==> src/rtl/push_encoder.sv <==
`timescale 1ns/1ps
// push_encoder: conditions the raw up/down edit buttons into fixed-width
// command pulses, with auto-repeat while a single button is held.
//   clk      system clock
//   reset    asynchronous, active-high reset
//   enable   edit mode active; no commands are issued while low
//   btn_up   raw increment button (asynchronous, active-high)
//   btn_down raw decrement button (asynchronous, active-high)
//   push     registered command: 2'b10 up, 2'b01 down, 2'b00 none
//   busy     registered, high whenever the sequencer is not idle
module push_encoder #(
    parameter int unsigned DEBOUNCE_CYCLES = 1000000,
    parameter int unsigned PULSE_CYCLES    = 4,
    parameter int unsigned REPEAT_DELAY    = 50000000,
    parameter int unsigned REPEAT_PERIOD   = 10000000
) (
    input  logic       clk,
    input  logic       reset,
    input  logic       enable,
    input  logic       btn_up,
    input  logic       btn_down,
    output logic [1:0] push,
    output logic       busy
);

    localparam int unsigned DB_W  = (DEBOUNCE_CYCLES > 1) ? $clog2(DEBOUNCE_CYCLES) : 1;
    localparam int unsigned T_A   = (REPEAT_DELAY > REPEAT_PERIOD) ? REPEAT_DELAY : REPEAT_PERIOD;
    localparam int unsigned T_MAX = (T_A > PULSE_CYCLES) ? T_A : PULSE_CYCLES;
    localparam int unsigned TMR_W = (T_MAX > 1) ? $clog2(T_MAX) : 1;

    localparam logic [DB_W-1:0]  DB_LAST     = DB_W'(DEBOUNCE_CYCLES - 1);
    localparam logic [TMR_W-1:0] PULSE_LAST  = TMR_W'(PULSE_CYCLES - 1);
    localparam logic [TMR_W-1:0] DELAY_LAST  = TMR_W'(REPEAT_DELAY - 1);
    localparam logic [TMR_W-1:0] PERIOD_LAST = TMR_W'(REPEAT_PERIOD - 1);

    typedef enum logic [2:0] {
        S_IDLE  = 3'd0,
        S_PULSE = 3'd1,
        S_HOLD  = 3'd2,
        S_RPT   = 3'd3,
        S_LOCK  = 3'd4
    } state_t;

    // Button vectors: bit 1 = up, bit 0 = down (same order as push).
    logic [1:0]            sync1_q, sync1_d;
    logic [1:0]            sync2_q, sync2_d;
    logic [1:0]            db_q, db_d;
    logic [1:0]            db_prev_q, db_prev_d;
    logic [1:0][DB_W-1:0]  dbc_q, dbc_d;
    logic [1:0]            settle_q, settle_d;
    logic                  armed_q, armed_d;

    state_t                state_q, state_d;
    logic                  dir_q, dir_d;       // 1 = up, 0 = down
    logic                  rpt_q, rpt_d;       // current pulse came from auto-repeat
    logic [TMR_W-1:0]      tmr_q, tmr_d;
    logic [1:0]            push_q, push_d;
    logic                  busy_q, busy_d;

    logic [1:0]            rise;
    logic                  held;
    logic                  other;

    assign rise  = db_q & ~db_prev_q;
    assign held  = dir_q ? db_q[1] : db_q[0];
    assign other = dir_q ? db_q[0] : db_q[1];
    assign push  = push_q;
    assign busy  = busy_q;

    // Synchronisers, debounce counters and press-edge history.
    always_comb begin
        sync1_d   = {btn_up, btn_down};
        sync2_d   = sync1_q;
        db_prev_d = db_q;
        db_d      = db_q;
        dbc_d     = '0;
        for (int i = 0; i < 2; i++) begin
            if (sync2_q[i] != db_q[i]) begin
                if (dbc_q[i] == DB_LAST) begin
                    db_d[i] = sync2_q[i];
                end else begin
                    dbc_d[i] = dbc_q[i] + DB_W'(1);
                end
            end
        end
    end

    // Arming: after reset, a button already held must be released before it
    // can command. settle_q waits until the synchroniser reflects the pins.
    always_comb begin
        settle_d = (settle_q == 2'd2) ? settle_q : settle_q + 2'd1;
        armed_d  = armed_q |
                   ((settle_q == 2'd2) && (sync2_q == 2'b00) && (db_q == 2'b00));
    end

    // Sequencer next-state and registered outputs.
    always_comb begin
        state_d = state_q;
        dir_d   = dir_q;
        rpt_d   = rpt_q;
        tmr_d   = tmr_q;

        case (state_q)
            S_IDLE: begin
                rpt_d = 1'b0;
                tmr_d = '0;
                if (enable && armed_q) begin
                    if ((rise[1] && db_q[0]) || (rise[0] && db_q[1])) begin
                        state_d = S_LOCK;
                    end else if (rise[1]) begin
                        state_d = S_PULSE;
                        dir_d   = 1'b1;
                    end else if (rise[0]) begin
                        state_d = S_PULSE;
                        dir_d   = 1'b0;
                    end
                end
            end
            S_PULSE: begin
                if (tmr_q == PULSE_LAST) begin
                    tmr_d = '0;
                    if (other) begin
                        state_d = S_LOCK;
                    end else if (held) begin
                        state_d = rpt_q ? S_RPT : S_HOLD;
                    end else begin
                        state_d = S_IDLE;
                    end
                end else begin
                    tmr_d = tmr_q + TMR_W'(1);
                end
            end
            S_HOLD, S_RPT: begin
                // The opposite button never switches direction; it locks out.
                if (other) begin
                    state_d = S_LOCK;
                    tmr_d   = '0;
                end else if (!held) begin
                    state_d = S_IDLE;
                    tmr_d   = '0;
                end else if (tmr_q == ((state_q == S_HOLD) ? DELAY_LAST : PERIOD_LAST)) begin
                    state_d = S_PULSE;
                    rpt_d   = 1'b1;
                    tmr_d   = '0;
                end else begin
                    tmr_d = tmr_q + TMR_W'(1);
                end
            end
            S_LOCK: begin
                tmr_d = '0;
                if (db_q == 2'b00) begin
                    state_d = S_IDLE;
                end
            end
            default: begin
                state_d = S_IDLE;
                tmr_d   = '0;
            end
        endcase

        // Overrides from any active state; these truncate a pulse in progress.
        if (state_q != S_IDLE) begin
            if (!enable) begin
                state_d = S_IDLE;
                tmr_d   = '0;
            end else if (&db_q) begin
                state_d = S_LOCK;
                tmr_d   = '0;
            end
        end

        push_d = (state_d == S_PULSE) ? (dir_d ? 2'b10 : 2'b01) : 2'b00;
        busy_d = (state_d != S_IDLE);
    end

    // State registers.
    always_ff @(posedge clk or posedge reset) begin
        if (reset) begin
            sync1_q   <= '0;
            sync2_q   <= '0;
            db_q      <= '0;
            db_prev_q <= '0;
            dbc_q     <= '0;
            settle_q  <= '0;
            armed_q   <= 1'b0;
            state_q   <= S_IDLE;
            dir_q     <= 1'b0;
            rpt_q     <= 1'b0;
            tmr_q     <= '0;
            push_q    <= 2'b00;
            busy_q    <= 1'b0;
        end else begin
            sync1_q   <= sync1_d;
            sync2_q   <= sync2_d;
            db_q      <= db_d;
            db_prev_q <= db_prev_d;
            dbc_q     <= dbc_d;
            settle_q  <= settle_d;
            armed_q   <= armed_d;
            state_q   <= state_d;
            dir_q     <= dir_d;
            rpt_q     <= rpt_d;
            tmr_q     <= tmr_d;
            push_q    <= push_d;
            busy_q    <= busy_d;
        end
    end

endmodule

==> config.mk <==
export PLATFORM = sky130hd
export DESIGN_NAME = push_encoder
export DESIGN_NICKNAME = d
export VERILOG_FILES = /design/src/rtl/push_encoder.sv
export SDC_FILE = /design/constraint.sdc
export NUM_CORES = 1
export LEC_CHECK = 0
export BUFFER_PORTS_ARGS = -buffer_cell sky130_fd_sc_hd__buf_4
export CAP_MARGIN = 20
export CORE_ASPECT_RATIO = 2
export CORE_MARGIN = 4
export CORE_UTILIZATION = 55
export DETAILED_ROUTE_END_ITERATION = 8
export GPL_TIMING_DRIVEN = 0
export PLACE_DENSITY_LB_ADDON = 0.12
export REMOVE_ABC_BUFFERS = 1
export SLEW_MARGIN = 20
export SYNTH_ARGS = -nofsm -noshare
export SYNTH_HDL_FRONTEND = slang
export SYNTH_SLANG_ARGS = --single-unit
==> constraint.sdc <==
create_clock -name clk -period 6.7 [get_ports clk]
set_input_delay 0.67 -clock clk [delete_from_list [all_inputs] [get_ports clk]]
set_output_delay 0.67 -clock clk [all_outputs]
set_load 0.02 [all_outputs]
==> results.sh <==
export IMPL_status="completed"
export IMPL_ir_worst_vdd_uv=222
export IMPL_max_slew_margin_rel_pct=43.1
export IMPL_setup_viol=0
export IMPL_fp_row_count=44
export IMPL_drv_cap=0
export IMPL_syn_to_final_growth_pct=10.0
export IMPL_dieArea_um2=9130
export IMPL_critPathLaunchType="register"
export IMPL_ys_ff_latch=85
export IMPL_drtIter0Drc=182
export IMPL_slew_violations=0
export IMPL_synth_edff_count=0
export IMPL_die_h_um=131
export IMPL_end_kind="register"
export IMPL_fin_crit_ns=2.40
export IMPL_synth_avg_cell_area_um2=9.80
export IMPL_drive_gt1_share_pct=7.99
export IMPL_ys_seq_area_share_pct=51.0
export IMPL_first_pass_iters=4
export IMPL_synth_top_area_share_pct=51.0
export IMPL_synth_largest_area_cell="dfrtp_1"
export IMPL_grt_pass1_vias=3172
export IMPL_finClkSkew_ns=0.00563
export IMPL_antenna_left=0
export IMPL_grt_start_max_net_pins=57
export IMPL_rsz0062_at_grt="false"
export IMPL_tightest_slew_ns=0.846
export IMPL_grt_use_total_pct=20.0
export IMPL_drc=0
export IMPL_report_power_total_uw=1030
export IMPL_numCtsBuffers=9
export IMPL_holdBufCountCts=0
export IMPL_synth_cell_types=46
export IMPL_place_congestion=0.955
export IMPL_dieWidth_um=69.6
export IMPL_yosysMostFrequentCell="nor2_1"
export IMPL_clk_pin_slew_ns=0.06
export IMPL_antenna_found_initial=0
export IMPL_vias_per_cell=5.59
export IMPL_diodes=0
export IMPL_yosys_warnings=0
export IMPL_syn_inst=426
export IMPL_io_pins=8
export IMPL_grt_remaining_overflow=0
export IMPL_synth_area_leaders="dfrtp_1 51%, xor2_1 8.4%, nor2_1 7.8%, xnor2_1 4.8%, nand4_1 3.6%"
export IMPL_drt_total_wl_mm=8.31
export IMPL_cts_buffer_depth=2
export IMPL_post_dp_hpwl_mm=5.82
export IMPL_start_util_pct=57.0
export IMPL_path_max_fanout=26
export IMPL_critPathArrivalTime_ns=2.59
export IMPL_fin_crit_sh_pct=35.8
export IMPL_max_stage_delay_ns=0.56
export IMPL_hold_violations=0
export IMPL_p_leak_uw=0.00197
export IMPL_slowest_stage="a2bb2oi_4"
export IMPL_grt_pass1_wl_mm=14.6
export IMPL_fin_area_um2=4590
export IMPL_async_flop_share_pct=100
export IMPL_hold_path_class="input pin to asynchronous set/reset pin"
export IMPL_core_um2=7320
export IMPL_cp_required_ns=6.89
export IMPL_synth_ff_type="dfrtp_1"
export IMPL_synth_commonest_cells="87 x nor2_1, 85 x dfrtp_1, 40 x xor2_1"
export IMPL_syn_area_um2=4170
export IMPL_fin_cells=530
export IMPL_cts_setup_buffers=0
export IMPL_wl_per_cell_um=15.7
export IMPL_vias=2962
export IMPL_numPortBuffers=7
export IMPL_clockRootBuffer="clkbuf_16"
export IMPL_fin_nets=443
export IMPL_clkLatencyLatePin_ns=0.34
export IMPL_placed_cells=515
export IMPL_cts_htree_levels=3
export IMPL_max_freq_ghz=0.417
export IMPL_post_cts_resized=0
export IMPL_cellPowerDensity_nw_per_um2=223
export IMPL_crit_chain="ha_1 > nand3_1 > nor2_1 > o2111a_2 > a2bb2oi_4 > nor2_1"
export IMPL_cts_tree="done"
export IMPL_cts_sinks=85
export IMPL_setup_tns_final_ns=0
export IMPL_worstSetupPathType="register to register"
export IMPL_dpl_cell_area_um2=4310
export IMPL_cpMostUsedCell="nor2_1"
flip-flops by register name, indices dropped and copies added, names as in the netlist:
signal,cells
push,2
busy,1
sync1_q,2
sync2_q,2
state_q,3
tmr_q,26
settle_q,2
dir_q,1
db_prev_d,2
dbc_q,40
armed_q,1
rpt_q,1
db_prev_q,2
layout by cell type (no fill, tap or decap), types with 8 or more instances in the layout:
cell	instances
xnor2_1	23
clkbuf_16	9
and3_1	10
nand4_1	24
nor3_1	11
nor2_1	87
inv_1	11
nor4_1	8
nand3_1	24
dfrtp_1	85
xor2_1	40
nand2_1	27
layout make-up:
cell class | count | area (µm²)
clock inverter | 1 | 5.00
inverter | 12 | 47.5
fill | 608 | 2730
tap | 92 | 115
multi-input combinational | 318 | 1940
clock buffer | 14 | 274
timing repair buffer | 8 | 80.1
sequential | 85 | 2130
logic make-up after synthesis:
| group | count (synthesis) | share of synthesized area [%] |
|---|---|---|
| AOI/OAI and AO/OA | 26 | 4.74 |
| xor gates and xnor gates | 63 | 13.2 |
| adders and majority gates | 5 | 1.44 |
| buffers and inverters | 23 | 2.49 |
| DFF | 85 | 51.0 |
| muxes | 2 | 0.540 |
| and+or+nand+nor | 222 | 26.6 |
path summary, 6_finish.rpt:
| check | startpoint | endpoint | slack [ns] | depth (start not counted) |
|---|---|---|---|---|
| max reg2reg | tmr_q[0] | tmr_q[20] | 4.30 | 6 |
| min | reset | dbc_q[23] | 0.33 | 2 |
| min in group clk | sync1_q[1] | sync2_q[1] | 0.35 | 0 |
| max | tmr_q[0] | tmr_q[20] | 4.30 | 6 |
| min reg2reg | sync1_q[1] | sync2_q[1] | 0.35 | 0 |
| max in group asynchronous | reset | tmr_q[13] | 5.78 | 3 |
metrics by stage:
| step | hold WS (ns) | worst slack, ns | utilization (%) |
|---|---|---|---|
| CTS | 0.336 | 4.27 | 62.7 |
| detailed placement | 0.340 | 4.28 | 58.9 |
| global placement | 0.342 | 2.87 | 58.5 |
| finish | 0.325 | 4.30 | 62.7 |
| global route | 0.346 | 4.07 | 62.7 |
| floorplan | 0.331 | 3.84 | - |
critical path, delay by kind of cell (launching register included):
kind	cells	cell delay, ns
AOI/OAI and AO/OA	2	0.92
and+or+nand+nor	3	0.71
DFF	1	0.38
adders and majority gates	1	0.23
metal layers:
metal	vias up	GRT usage [%]	part of all wire, %
li1	1477	-	-
met1	1427	21.9	39
met2	33	34.6	55
met3	25	4.97	2.1
met4	0	11.6	4.0
met5	-	0	0
where the power goes:
group	internal, µW	total (µW)	switching, µW
clock	279	469	190
sequential	519	523	4.58
combinational	10.1	33.1	23.1
total	808	1030	217
(Power assumes the default switching activity.)
